**src/rtl/cpu_pkg.sv**
```systemverilog
// ---------------------------------------------------------------------------
// cpu_pkg
// Definitions shared by the CPU register-file files:
//   rf_state_t     - state of the bulk-clear sequencer
//   CPU_DATA_W     - default register width
//   CPU_NUM_REGS   - default register count
//   addr_in_range  - true when an address selects a real register
// ---------------------------------------------------------------------------
package cpu_pkg;

    typedef enum logic [0:0] {
        RF_IDLE  = 1'b0,
        RF_CLEAR = 1'b1
    } rf_state_t;

    localparam int CPU_DATA_W   = 8;
    localparam int CPU_NUM_REGS = 8;

    // NUM_REGS need not be a power of two, so an ADDR_W-bit address can
    // point past the last register. The address is widened to 32 bits by
    // the caller, which keeps the compare meaningful for every parameter set.
    function automatic logic addr_in_range(input int unsigned addr,
                                           input int unsigned num_regs);
        return (addr < num_regs);
    endfunction

endpackage

```
**src/rtl/cpu_regfile_rdport.sv**
```systemverilog
// ---------------------------------------------------------------------------
// cpu_regfile_rdport
// One registered read port of the register file. It picks the read value
// and captures it when the port is strobed. The value is chosen in this
// order: zero while the clear is busy, zero for an out-of-range address,
// zero for R0 when R0 is hardwired, the write data when the same address
// is being written this cycle and forwarding is enabled, and otherwise the
// stored register.
// Ports:
//   i_clk, i_rst_n  clock and asynchronous active-low reset
//   i_busy          clear sequencer active
//   i_rd_en         read strobe; the output holds when low
//   i_rd_addr       read address
//   i_regs          register storage
//   i_wr_accept     a write lands this cycle
//   i_wr_addr       write address
//   i_wr_data       write data
//   o_rd_data       registered read data
// ---------------------------------------------------------------------------
module cpu_regfile_rdport
    import cpu_pkg::*;
#(
    parameter int DATA_W   = CPU_DATA_W,
    parameter int NUM_REGS = CPU_NUM_REGS,
    parameter int ZERO_R0  = 0,
    parameter int FWD_EN   = 1,
    parameter int ADDR_W   = $clog2(NUM_REGS)
) (
    input  logic              i_clk,
    input  logic              i_rst_n,
    input  logic              i_busy,
    input  logic              i_rd_en,
    input  logic [ADDR_W-1:0] i_rd_addr,
    input  logic [DATA_W-1:0] i_regs [NUM_REGS],
    input  logic              i_wr_accept,
    input  logic [ADDR_W-1:0] i_wr_addr,
    input  logic [DATA_W-1:0] i_wr_data,
    output logic [DATA_W-1:0] o_rd_data
);

    logic [DATA_W-1:0] w_rd_next;
    logic [DATA_W-1:0] r_rd_data;

    always_comb begin
        w_rd_next = '0;
        if (i_busy) begin
            w_rd_next = '0;
        end else if (!addr_in_range(32'(i_rd_addr), NUM_REGS)) begin
            w_rd_next = '0;
        end else if ((ZERO_R0 != 0) && (i_rd_addr == '0)) begin
            w_rd_next = '0;
        end else if ((FWD_EN != 0) && i_wr_accept && (i_wr_addr == i_rd_addr)) begin
            w_rd_next = i_wr_data;
        end else begin
            w_rd_next = i_regs[i_rd_addr];
        end
    end

    always_ff @(posedge i_clk or negedge i_rst_n) begin
        if (!i_rst_n) begin
            r_rd_data <= '0;
        end else if (i_rd_en) begin
            r_rd_data <= w_rd_next;
        end
    end

    assign o_rd_data = r_rd_data;

endmodule

```
**src/rtl/cpu_regfile_2r1w.sv**
```systemverilog
// ---------------------------------------------------------------------------
// cpu_regfile_2r1w
// CPU general-purpose register file: NUM_REGS x DATA_W, one write port and
// two independent registered read ports. Write data can be forwarded to a
// read of the same address in the same cycle, R0 can be hardwired to zero,
// and a sequencer clears all registers one per cycle on request.
// Ports:
//   i_clk                       clock, all state on the rising edge
//   i_rst_n                     asynchronous active-low reset
//   i_wr_en/i_wr_addr/i_wr_data write port
//   i_rd_en_a/i_rd_addr_a       port A read strobe and address
//   o_rd_data_a                 port A data, one cycle after the strobe
//   i_rd_en_b/i_rd_addr_b       port B read strobe and address
//   o_rd_data_b                 port B data, one cycle after the strobe
//   i_clr_req                   start a clear of all registers
//   o_clr_busy                  clear in progress
// ---------------------------------------------------------------------------
module cpu_regfile_2r1w
    import cpu_pkg::*;
#(
    parameter int DATA_W   = CPU_DATA_W,
    parameter int NUM_REGS = CPU_NUM_REGS,
    parameter int ZERO_R0  = 0,
    parameter int FWD_EN   = 1,
    localparam int ADDR_W  = $clog2(NUM_REGS)
) (
    input  logic              i_clk,
    input  logic              i_rst_n,
    input  logic              i_wr_en,
    input  logic [ADDR_W-1:0] i_wr_addr,
    input  logic [DATA_W-1:0] i_wr_data,
    input  logic              i_rd_en_a,
    input  logic [ADDR_W-1:0] i_rd_addr_a,
    output logic [DATA_W-1:0] o_rd_data_a,
    input  logic              i_rd_en_b,
    input  logic [ADDR_W-1:0] i_rd_addr_b,
    output logic [DATA_W-1:0] o_rd_data_b,
    input  logic              i_clr_req,
    output logic              o_clr_busy
);

    logic [DATA_W-1:0] r_regs [NUM_REGS];
    rf_state_t         r_state;
    rf_state_t         w_state_next;
    logic [ADDR_W-1:0] r_clr_idx;
    logic [ADDR_W-1:0] w_clr_idx_next;
    logic              r_clr_busy;
    logic              w_wr_accept;
    logic              w_clr_active;
    logic [NUM_REGS-1:0] w_wr_sel;
    logic [NUM_REGS-1:0] w_clr_sel;

    assign w_clr_active = (r_state == RF_CLEAR);

    // Writes are dropped while clearing, and never land outside the array
    // or on a hardwired R0.
    assign w_wr_accept = i_wr_en
                      && addr_in_range(32'(i_wr_addr), NUM_REGS)
                      && !((ZERO_R0 != 0) && (i_wr_addr == '0))
                      && (r_state == RF_IDLE);

    genvar gi;
    generate
        for (gi = 0; gi < NUM_REGS; gi++) begin : g_sel
            assign w_wr_sel[gi]  = w_wr_accept  && (i_wr_addr == ADDR_W'(gi));
            assign w_clr_sel[gi] = w_clr_active && (r_clr_idx == ADDR_W'(gi));
        end
    endgenerate

    // Storage. Clear and write selects never overlap because a write is
    // only accepted in IDLE.
    always_ff @(posedge i_clk or negedge i_rst_n) begin
        if (!i_rst_n) begin
            for (int i = 0; i < NUM_REGS; i++) begin
                r_regs[i] <= '0;
            end
        end else begin
            for (int i = 0; i < NUM_REGS; i++) begin
                if (w_clr_sel[i]) begin
                    r_regs[i] <= '0;
                end else if (w_wr_sel[i]) begin
                    r_regs[i] <= i_wr_data;
                end
            end
        end
    end

    // Clear sequencer: state register
    always_ff @(posedge i_clk or negedge i_rst_n) begin
        if (!i_rst_n) begin
            r_state    <= RF_IDLE;
            r_clr_idx  <= '0;
            r_clr_busy <= 1'b0;
        end else begin
            r_state    <= w_state_next;
            r_clr_idx  <= w_clr_idx_next;
            r_clr_busy <= (w_state_next == RF_CLEAR);
        end
    end

    // Clear sequencer: next state. One register is cleared per cycle, so a
    // clear occupies exactly NUM_REGS cycles. A request seen while busy is
    // ignored; a request still held on the return to IDLE starts again.
    always_comb begin
        w_state_next   = r_state;
        w_clr_idx_next = r_clr_idx;
        case (r_state)
            RF_IDLE: begin
                if (i_clr_req) begin
                    w_state_next   = RF_CLEAR;
                    w_clr_idx_next = '0;
                end
            end
            RF_CLEAR: begin
                if (r_clr_idx == ADDR_W'(NUM_REGS - 1)) begin
                    w_state_next   = RF_IDLE;
                    w_clr_idx_next = '0;
                end else begin
                    w_clr_idx_next = r_clr_idx + 1'b1;
                end
            end
            default: begin
                w_state_next   = RF_IDLE;
                w_clr_idx_next = '0;
            end
        endcase
    end

    assign o_clr_busy = r_clr_busy;

    cpu_regfile_rdport #(
        .DATA_W   (DATA_W),
        .NUM_REGS (NUM_REGS),
        .ZERO_R0  (ZERO_R0),
        .FWD_EN   (FWD_EN),
        .ADDR_W   (ADDR_W)
    ) u_rdport_a (
        .i_clk       (i_clk),
        .i_rst_n     (i_rst_n),
        .i_busy      (w_clr_active),
        .i_rd_en     (i_rd_en_a),
        .i_rd_addr   (i_rd_addr_a),
        .i_regs      (r_regs),
        .i_wr_accept (w_wr_accept),
        .i_wr_addr   (i_wr_addr),
        .i_wr_data   (i_wr_data),
        .o_rd_data   (o_rd_data_a)
    );

    cpu_regfile_rdport #(
        .DATA_W   (DATA_W),
        .NUM_REGS (NUM_REGS),
        .ZERO_R0  (ZERO_R0),
        .FWD_EN   (FWD_EN),
        .ADDR_W   (ADDR_W)
    ) u_rdport_b (
        .i_clk       (i_clk),
        .i_rst_n     (i_rst_n),
        .i_busy      (w_clr_active),
        .i_rd_en     (i_rd_en_b),
        .i_rd_addr   (i_rd_addr_b),
        .i_regs      (r_regs),
        .i_wr_accept (w_wr_accept),
        .i_wr_addr   (i_wr_addr),
        .i_wr_data   (i_wr_data),
        .o_rd_data   (o_rd_data_b)
    );

endmodule

```
**config.mk**
```make
export PLATFORM = sky130hd
export DESIGN_NAME = cpu_regfile_2r1w
export DESIGN_NICKNAME = d
export VERILOG_FILES = /design/src/rtl/cpu_pkg.sv /design/src/rtl/cpu_regfile_rdport.sv /design/src/rtl/cpu_regfile_2r1w.sv
export SDC_FILE = /design/constraint.sdc
export NUM_CORES = 1
export LEC_CHECK = 0
export CORE_ASPECT_RATIO = 0.7
export CORE_MARGIN = 3
export CORE_UTILIZATION = 59
export CTS_CLUSTER_DIAMETER = 30
export CTS_CLUSTER_SIZE = 14
export DETAILED_ROUTE_END_ITERATION = 10
export PLACE_DENSITY = 0.81
export SETUP_SLACK_MARGIN = 0.3
export SLEW_MARGIN = 20
export SYNTH_ARGS = -nofsm -noshare
export SYNTH_HDL_FRONTEND = slang
export SYNTH_HIERARCHICAL = 1
export SYNTH_SLANG_ARGS = --single-unit
```
**constraint.sdc**
```tcl
create_clock -name i_clk -period 2.5 [get_ports i_clk]
set_clock_uncertainty 0.05 [all_clocks]
set_input_delay 0.5 -clock i_clk [delete_from_list [all_inputs] [get_ports i_clk]]
set_output_delay 0.5 -clock i_clk [all_outputs]
set_load 0.01 [all_outputs]
```
# Yosys cells after proc, flatten, opt, wreduce, memory -nomap -nowiden
# Cells that the tools add are included.
# word_totals
elab_cells,96
output_inout_bits,17
inputBits,23
ff_bits,84
# op_classes
n_mux,32
addsub,1
n_reduce_logical,29
n_bitwise,3
eq_ne,17
n_lt_le_gt_ge,2
# op_table
op,count
8-bit two-way mux,24
8-bit binary-select mux with 3-bit select,2
"3-bit == test, second input constant",8
1-bit logical AND,19
2-bit nonzero test,8
"3-bit by 2-bit == test with 1-bit output, second input constant",4
"4-bit greater-or-equal comparator, second input constant",2
3-bit NOT with 4-bit output,2
"3-bit by 1-bit == test with 1-bit output, second input constant",2
3-bit == test,2
3-bit logical NOT,2
3-bit two-way mux,2
3-bit case mux with 2 select lines,1
"3-bit by 1-bit adder with 3-bit output, second input constant",1
1-bit two-way mux,2
"2-bit != test, second input constant",1
1-bit case mux with 2 select lines,1
1-bit NOT,1

# Logic depth before layout (Yosys ltp)
# Gate-level depths: netlist of the first run.
# logic_depth
depth_word,6
ltp_mapped,7
depth_no_buf,5

# Hierarchy
# Netlist of the first run, hierarchy kept.
# by_module_without_submodules
mod,area_each_um2,cells_each,n_inst,seq_area_each_um2
cpu_regfile_2r1w,2994.1,291,1,1701.6
cpu_regfile_rdport,932.1,71,2,200.2

# Least setup slack after synthesis of the first run
# OpenSTA, ideal clock, no wires.
# synth_timing
path_kind,register to register
startpoint,"register, netlist name o_clr_busy"
endpoint,register u_rdport_a.r_rd_data[5] (netlist: u_rdport_a/o_rd_data[5])
period_less_slack_ns,2.011
path_stages_with_launch,7
path_buffers,2
arrival_time_ns,1.808
slack_ns,0.489
path_cell_list,dfrtp_1 -> buf_4 -> buf_2 -> nor2b_1 -> inv_1 -> o41ai_2 -> o221ai_1
# synth_lines
element,line_no,rtl
end signal: assignment,cpu_regfile_rdport.sv:63,r_rd_data <= w_rd_next;
end: declaration,cpu_regfile_rdport.sv:42,logic [DATA_W-1:0] r_rd_data;

# Worst setup path after layout of the first run
# layout_timing
startpoint,input port i_rd_addr_a[0]
endpoint,register u_rdport_a.r_rd_data[0] (netlist: u_rdport_a/o_rd_data[0])
# layout_between
elab_chain_cells,6
elab_cells_between_ends,8
cone_classes,eq/ne: 1; mux: 5; bitwise: 1; reduce/logical: 1
# layout_rtl
element,line_no,rtl
start: declaration,cpu_regfile_2r1w.sv:33,"input logic [ADDR_W-1:0] i_rd_addr_a,"
3-bit NOT with 4-bit output (not written as such),cpu_regfile_rdport.sv:55,w_rd_next = i_regs[i_rd_addr];
8-bit binary-select mux with 3-bit select,cpu_regfile_rdport.sv:55,
8-bit two-way mux (not written as such) (2 in a row),cpu_regfile_rdport.sv:55,
8-bit two-way mux (*),cpu_regfile_rdport.sv:52,end else if ((FWD_EN != 0) && i_wr_accept && (i_wr_addr == i_rd_addr)) begin
8-bit two-way mux (*),cpu_regfile_rdport.sv:46,if (i_busy) begin
# Mark *: on every way between the ends. The rest lies on a longest branch, timed or not. The select of a mux whose other input is x is not followed.
# A chain may end at the register's enable or synchronous reset.

==> results.md, run 1 <==
- Root buffer cell: clkbuf_16
- Register area share after synthesis: 0.433
- Buffers on Ports: 39
- Placed insts: 571
- Initial core utilization: 0.612
- Clock slew at reported path FFs: 0.06 ns
- Sw Share: 0.368
- Routed len/inst: 24.4 µm
- Setup CP Type: in2reg
- Core footprint: 7940 µm²
- CP endpoint kind: register
- Max_cap viols: 0
- H-Tree Depth: 3
- Ratio of cells with drive above 1 in the final layout: 0.150
- Slew Limit Fails: 0
- Clk sinks: 84
- Failing checks: hold timing
- Remaining antenna violation count: 0
- Slowest stage cell, crit path: mux4_1
- Routability cong.: 1.01
- Fin area: 5730 µm²
- Post-synth ARST share: 1.00
- Drt pass-1 iters: 7
- Top-count cell post-synth: dfrtp_1
- Total gr overflow: 0
- Synth warnings: 6
- Max incr delay on CP: approximately 0.63 ns
- Final min period: 2.14 ns
- Number of synthesized flops with an enable pin: 0
- Arr. time, crit path: 2.30 ns
- Via count: ~4000
- HP Class: in2async
- Setup TNS Final: 0 ns
- Worst skew pair latency: about 0.35 ns
- Vias in the first global route: 3997
- CP required: 2.65 ns
- Nets: just over 500
- Max-slew headroom: 0.661
- Final hold violation count: 16
- # setup viols final: 0
- Pin count of the biggest net entering global routing: 65
- Syn_nets: 462
- Die width: between 100 and 150 µm
- Post-synth top cells: dfrtp_1 (84), nand2_1 (68), mux2i_1 (48), nand3_1 (35), o21ai_1 (32)
- Clock Power Share: 0.233
- Hold Buf Count CTS: 0
- Status: complete, but fails checks
- Buf/Inv on CP: 2
- Die Area: 9380 µm²
- Maximum fanout along the worst path: 7
- Synth Instances: approximately 430
- Clock Path Buffers: 2
- Internal power: 3.41 mW
- ANT cells: 0
- DRC violation total after the first TritonRoute iteration: slightly above 400
- Fmax achieved: between 400 and 500 MHz
- Residual DRC count: 0
- Slew @ Worst Pin: 0.507 ns
- Post-synth top area share: 0.433
- Area contributors post-synth: dfrtp_1 (43%), mux2i_1 (9.9%), mux4_2 (9.3%)
- Critical path's top delay family: multiplexers
- Worst setup slack after layout: 0.356 ns
- Crit path cell chain: clkdlybuf4s50_1 > buf_4 > mux4_1 > mux2i_2 > o221ai_1
- Synth Flop Type: dfrtp_1
- Syn Area/Cell: about 11 µm²
- RSZ-0062 raised after global routing: false
- Post-CTS Setup Repair Bufs: 0
- Post-Syn Area: 4860 µm²
- Worst hold slack: -0.00662 ns
- Sequential fraction of design power: 0.437
- Post-DP HPWL: 10.2 mm
- DRT Wirelength: approximately 14 mm
- Row cnt: 27
- Yosys top cell by area: dfrtp_1
- Vias per Instance: 6.76
- Distinct cells, synth: 29
- Fin cells: 587
- Gate power share: 0.330
- GRT Total Usage: 0.327
- Initial antenna violation count: 0
- Die Y-Extent: 81.9 µm
- Lkg Pwr: 2.73 nW
- Sw power: between 1.5 and 2 mW
- Max VDD drop: 591 µV
- Place WS: -0.000679 ns
- Synthesis-stage register bit count: 84
- Area growth from synthesis to layout: 18.0%
- Area post-placement: 5450 µm²
- TritonCTS clock tree: built
- Power Density: about 940 nW/µm²
- Total CTS buffers: 9
- Tcrit/Tclk final: 0.858
- First-pass GRT wire length: between 20 and 25 mm
- Setup crit start kind: input pin
- IO Count: 40
## power groups by stage
stage                     clock (mW)  sequential (mW)  combinational, mW
after floorplan                    0             2.15               1.18
after global placement             0             2.30               1.66
after detailed placement           0             2.33               1.73
after CTS                       1.26             2.32               1.76
after global routing            1.32             2.39               1.93
final                           1.26             2.36               1.78
## worst register-to-register path: stages, from the launching register on
cell	delay, ns
dfrtp_2	0.51
nor2b_1	0.33
nand3b_1	0.11
or4_1	0.58
o221ai_1	0.26
## area by class of cell
cell class,instances,area (µm²)
clock buffers,9,225
multi-input cells,290,2460
fillers,556,2210
inverters,30,113
clock inverters,7,52.6
well taps,101,126
flip-flops and latches,84,2100
repair buffers,66,653
## registers in the layout, indices dropped and copies added, names as in the netlist
| register | count |
|---|---|
| u_rdport_a/o_rd_data | 8 |
| r_clr_idx | 3 |
| r_regs | 64 |
| u_rdport_b/o_rd_data | 8 |
| o_clr_busy | 1 |
## through the flow
stage	power, mW	util
after floorplan	3.33	-
after global placement	3.96	0.686
after detailed placement	4.07	0.686
after CTS	5.34	0.721
after global routing	5.65	0.722
final	5.40	0.722
## path summary, 6_finish.rpt
kind / from / depth (start not counted) / end / slack [ns]
max: i_rd_addr_a[0] / 5 / u_rdport_a/o_rd_data[0] / 0.36
min: i_rst_n / 1 / u_rdport_a/o_rd_data[6] / -0.007
min in group i_clk: u_rdport_b/o_rd_data[3] / 2 / u_rdport_b/o_rd_data[3] / 0.46
max reg2reg: o_clr_busy / 4 / u_rdport_b/o_rd_data[6] / 0.56
min reg2reg: u_rdport_b/o_rd_data[3] / 2 / u_rdport_b/o_rd_data[3] / 0.46
max in group asynchronous: i_rst_n / 2 / r_regs[7] / 1.78
## timing repair
item | in CTS | in global routing
cloned | 0 | 0
endpoints found under the setup margin | 1 | 6
gates resized for setup | 1 | 2
## kinds of logic after synthesis
family	after synthesis	share of synthesized area
adders and majority gates	6	0.0155
AOI/OAI and AO/OA	54	0.0739
xor gates and xnor gates	6	0.0108
buffers and inverters	59	0.0628
and+or+nand+nor	144	0.148
muxes	80	0.257
DFF	84	0.433
## metal layers
metal  GRT usage  share of wire  vias to the layer above  wire length (µm)
li1            -              -                     1654                 -
met1       0.431           0.40                     1960              5670
met2       0.494           0.44                      301              6260
met3       0.115           0.13                       54              1850
met4       0.145          0.037                        0               526
met5           0              0                        -                 0
## layout by cell type (no fill, tap or decap), types with 2 or more instances in the layout
cell type,n
nand2_4,2
clkdlybuf4s50_1,38
o31ai_1,2
buf_4,23
ha_1,6
mux4_2,20
and2_1,5
nand2b_1,18
inv_1,30
mux2i_1,47
nand3_1,35
buf_12,5
nand2_1,68
nor2b_1,4
clkinvlp_4,4
nand3b_1,6
o221ai_1,16
xor2_1,6
o41ai_2,2
clkbuf_16,9
o21ai_1,32
and3b_1,2
dfrtp_1,83
mux4_1,12
No activity file was read; power rests on OpenSTA's default activity.
==> run 2, diff against run 1 <==
--- a/config.mk
+++ b/config.mk
@@ -6,7 +6,7 @@
 export NUM_CORES = 1
 export LEC_CHECK = 0
 export CORE_ASPECT_RATIO = 0.7
-export CORE_MARGIN = 3
+export CORE_MARGIN = 5
 export CORE_UTILIZATION = 59
 export CTS_CLUSTER_DIAMETER = 30
 export CTS_CLUSTER_SIZE = 14
==> results.md, run 2 (same netlist as run 1, synthesis figures left out) <==
- Slew Limit Fails: 0 (unchanged)
- Tcrit/Tclk final: 0.855 (-0.00271)
- Total CTS buffers: 9 (unchanged)
- Final hold violation count: 0 (-16)
- Placed insts: 570 (-0.18%)
- # fillers: 551 (-0.90%)
- Total Power: 5.53 mW (+2.4%)
- First-pass GRT wire length: 21.9 mm (-2.2%)
- GRT Total Usage: 0.288 (-0.0391)
- CP required: 2.65 ns (about the same)
- Buffers on Ports: 39 (unchanged)
- Status: finished, final reports clean
- Routed len/inst: 24.1 µm (-1.1%)
- Clk sinks: 84 (unchanged)
- Core footprint: 7940 µm² (unchanged)
- Most common library cell in the layout ignoring fill and taps: dfrtp_1
- Post-DP HPWL: 10.1 mm (about the same)
- R2R Path End: u_rdport_a/o_rd_data[6]
- Max-slew headroom: 0.559 (-0.102)
- TritonCTS clock tree: built
- Fin area: 5710 µm² (-0.31%)
- Internal power: 3.60 mW (+5.5%)
- CP endpoint kind: register
- Setup TNS Final: 0 ns (unchanged)
- Row cnt: 27 (unchanged)
- Setup CP Type: in2reg
- Area post-placement: 5400 µm² (-0.83%)
- Slew @ Worst Pin: 0.662 ns (+0.155 ns)
- Clock Power Share: 0.254 (+0.021)
- Fin cells: 586 (-0.17%)
- Area growth from synthesis to layout: 17.6%
- H-Tree Depth: 3 (unchanged)
- IO Count: 40 (unchanged)
- Routability cong.: 0.977 (-3.2%)
- Sw power: 1.93 mW (-2.9%)
- Total gr overflow: 0 (unchanged)
- Most frequent cells in the layout: dfrtp_1 (84), nand2_1 (68), mux2i_1 (47), clkdlybuf4s50_1 (38), nand3_1 (35)
- Max_cap viols: 0 (unchanged)
- Vias in the first global route: 3788 (-5.2%)
- Arr. time, crit path: 2.29 ns (about the same)
- Die width: 118 µm (+3.5%)
- Setup crit start kind: input pin
- DRT Wirelength: 14.1 mm (-1.2%)
- Max reg flops: 64 (unchanged)
- Nets: 509 (-0.20%)
- Initial antenna violation count: 0 (unchanged)
- Fmax achieved: 468 MHz (+0.32%)
- Cells on worst reg2reg path: 4 (unchanged)
- Sw Share: 0.349 (-0.0191)
- Root buffer cell: clkbuf_16
- RSZ-0062 raised after global routing: false
- HP Class: in2async
- Max VDD drop: 682 µV (+15%)
- Residual DRC count: 0 (unchanged)
- ANT cells: 0 (unchanged)
- Clock Path Buffers: 2 (unchanged)
- Die Y-Extent: 85.9 µm (+4.9%)
- Final min period: 2.14 ns (-0.00677 ns)
- Clock slew at reported path FFs: 0.06 ns (about the same)
- Worst skew pair latency: 0.34 ns (about the same)
- Ratio of cells with drive above 1 in the final layout: 0.138 (-0.0121)
- Top reg by flops: r_regs
- Vias per Instance: 6.63 (-1.9%)
- Gate power share: 0.313 (-0.017)
- Reg2reg setup slack: 0.65 ns (+0.09 ns)
- Lkg Pwr: 2.74 nW (+0.36%)
- # setup viols final: 0 (unchanged)
- DRC violation total after the first TritonRoute iteration: 510 (+26%)
- Maximum fanout along the worst path: 16 (+9)
- Pin count of the biggest net entering global routing: 51 (-22%)
- Drt pass-1 iters: 6 (-1)
- Die Area: 10200 µm² (+8.5%)
- Reg2reg start: o_clr_busy
- Remaining antenna violation count: 0 (unchanged)
- Power Density: 968 nW/µm² (+2.8%)
- Via count: 3887 (-2.1%)
- Sequential fraction of design power: 0.433 (-0.004)
- Initial core utilization: 0.612 (unchanged)
run 2: cell count changes in the layout (fill, tap and decap cells not counted):
cell,delta
buf_12,-3
buf_4,+2
bufinv_16,+2
clkbuf_1,+3
clkinvlp_4,-4
dfrtp_1,+1
dfrtp_2,-1
inv_6,-1
or4_1,+1
or4_4,-1
run 2: area by class of cell:
| cell class | instances | area (µm²) | area share |
|---|---|---|---|
| multi-input cells | 290 | 2450 | 0.430 |
| repair buffers | 65 | 608 | 0.106 |
| clock inverters | 4 | 73.8 | 0.0129 |
| flip-flops and latches | 84 | 2100 | 0.368 |
| clock buffers | 12 | 236 | 0.0414 |
| well taps | 101 | 126 | 0.0221 |
| inverters | 30 | 113 | 0.0197 |
run 2: metal layers:
| metal | routed length [µm] | global-route usage |
|---|---|---|
| met1 | 5720 | 0.405 |
| met2 | 6030 | 0.414 |
| met3 | 1920 | 0.115 |
| met4 | 458 | 0.0896 |
| met5 | 0 | 0 |
run 2: how the worst max path moves through the flow:
stage,startpoint,endpoint,slack (ns),cells after the start
4_1_cts,i_rd_addr_b[0],u_rdport_b/o_rd_data[2],0.33,5
3_5_place_dp,i_rd_addr_b[0],u_rdport_b/o_rd_data[2],0.02,5
5_1_grt,i_rd_addr_b[0],u_rdport_b/o_rd_data[2],0.31,5
6_report,i_rd_addr_b[0],u_rdport_b/o_rd_data[2],0.36,5
3_3_place_gp,i_rd_addr_b[0],u_rdport_b/o_rd_data[2],0.08,5
2_1_floorplan,o_clr_busy,u_rdport_a/o_rd_data[5],0.49,6
run 2: repair_timing:
item | CTS | global route
hold buffers | 0 | 0
setup buffers | 0 | 0
setup endpoints to repair | 0 | 1
resized for setup | 0 | 1
run 2: through the flow:
stage	worst slack (ns)	hold slack, ns	utilization
after detailed placement	0.0178	0.438	0.680
after floorplan	0.489	0.154	-
after CTS	0.331	0.163	0.719
after global routing	0.314	0.186	0.720
after global placement	0.0768	0.432	0.680
final	0.362	0.144	0.720
run 2: power by group through the flow:
stage	logic, mW	registers [mW]	clock network [mW]
after CTS	1.71	2.35	1.41
after floorplan	1.18	2.15	0
after global routing	1.89	2.43	1.49
after global placement	1.62	2.34	0
after detailed placement	1.70	2.37	0
final	1.73	2.39	1.41
run 2: worst max-delay path, stage by stage:
cell             delay [ns]
clkdlybuf4s50_1        0.58
buf_12                 0.21
mux4_1                 0.57
mux2i_2                0.23
o221ai_1               0.18
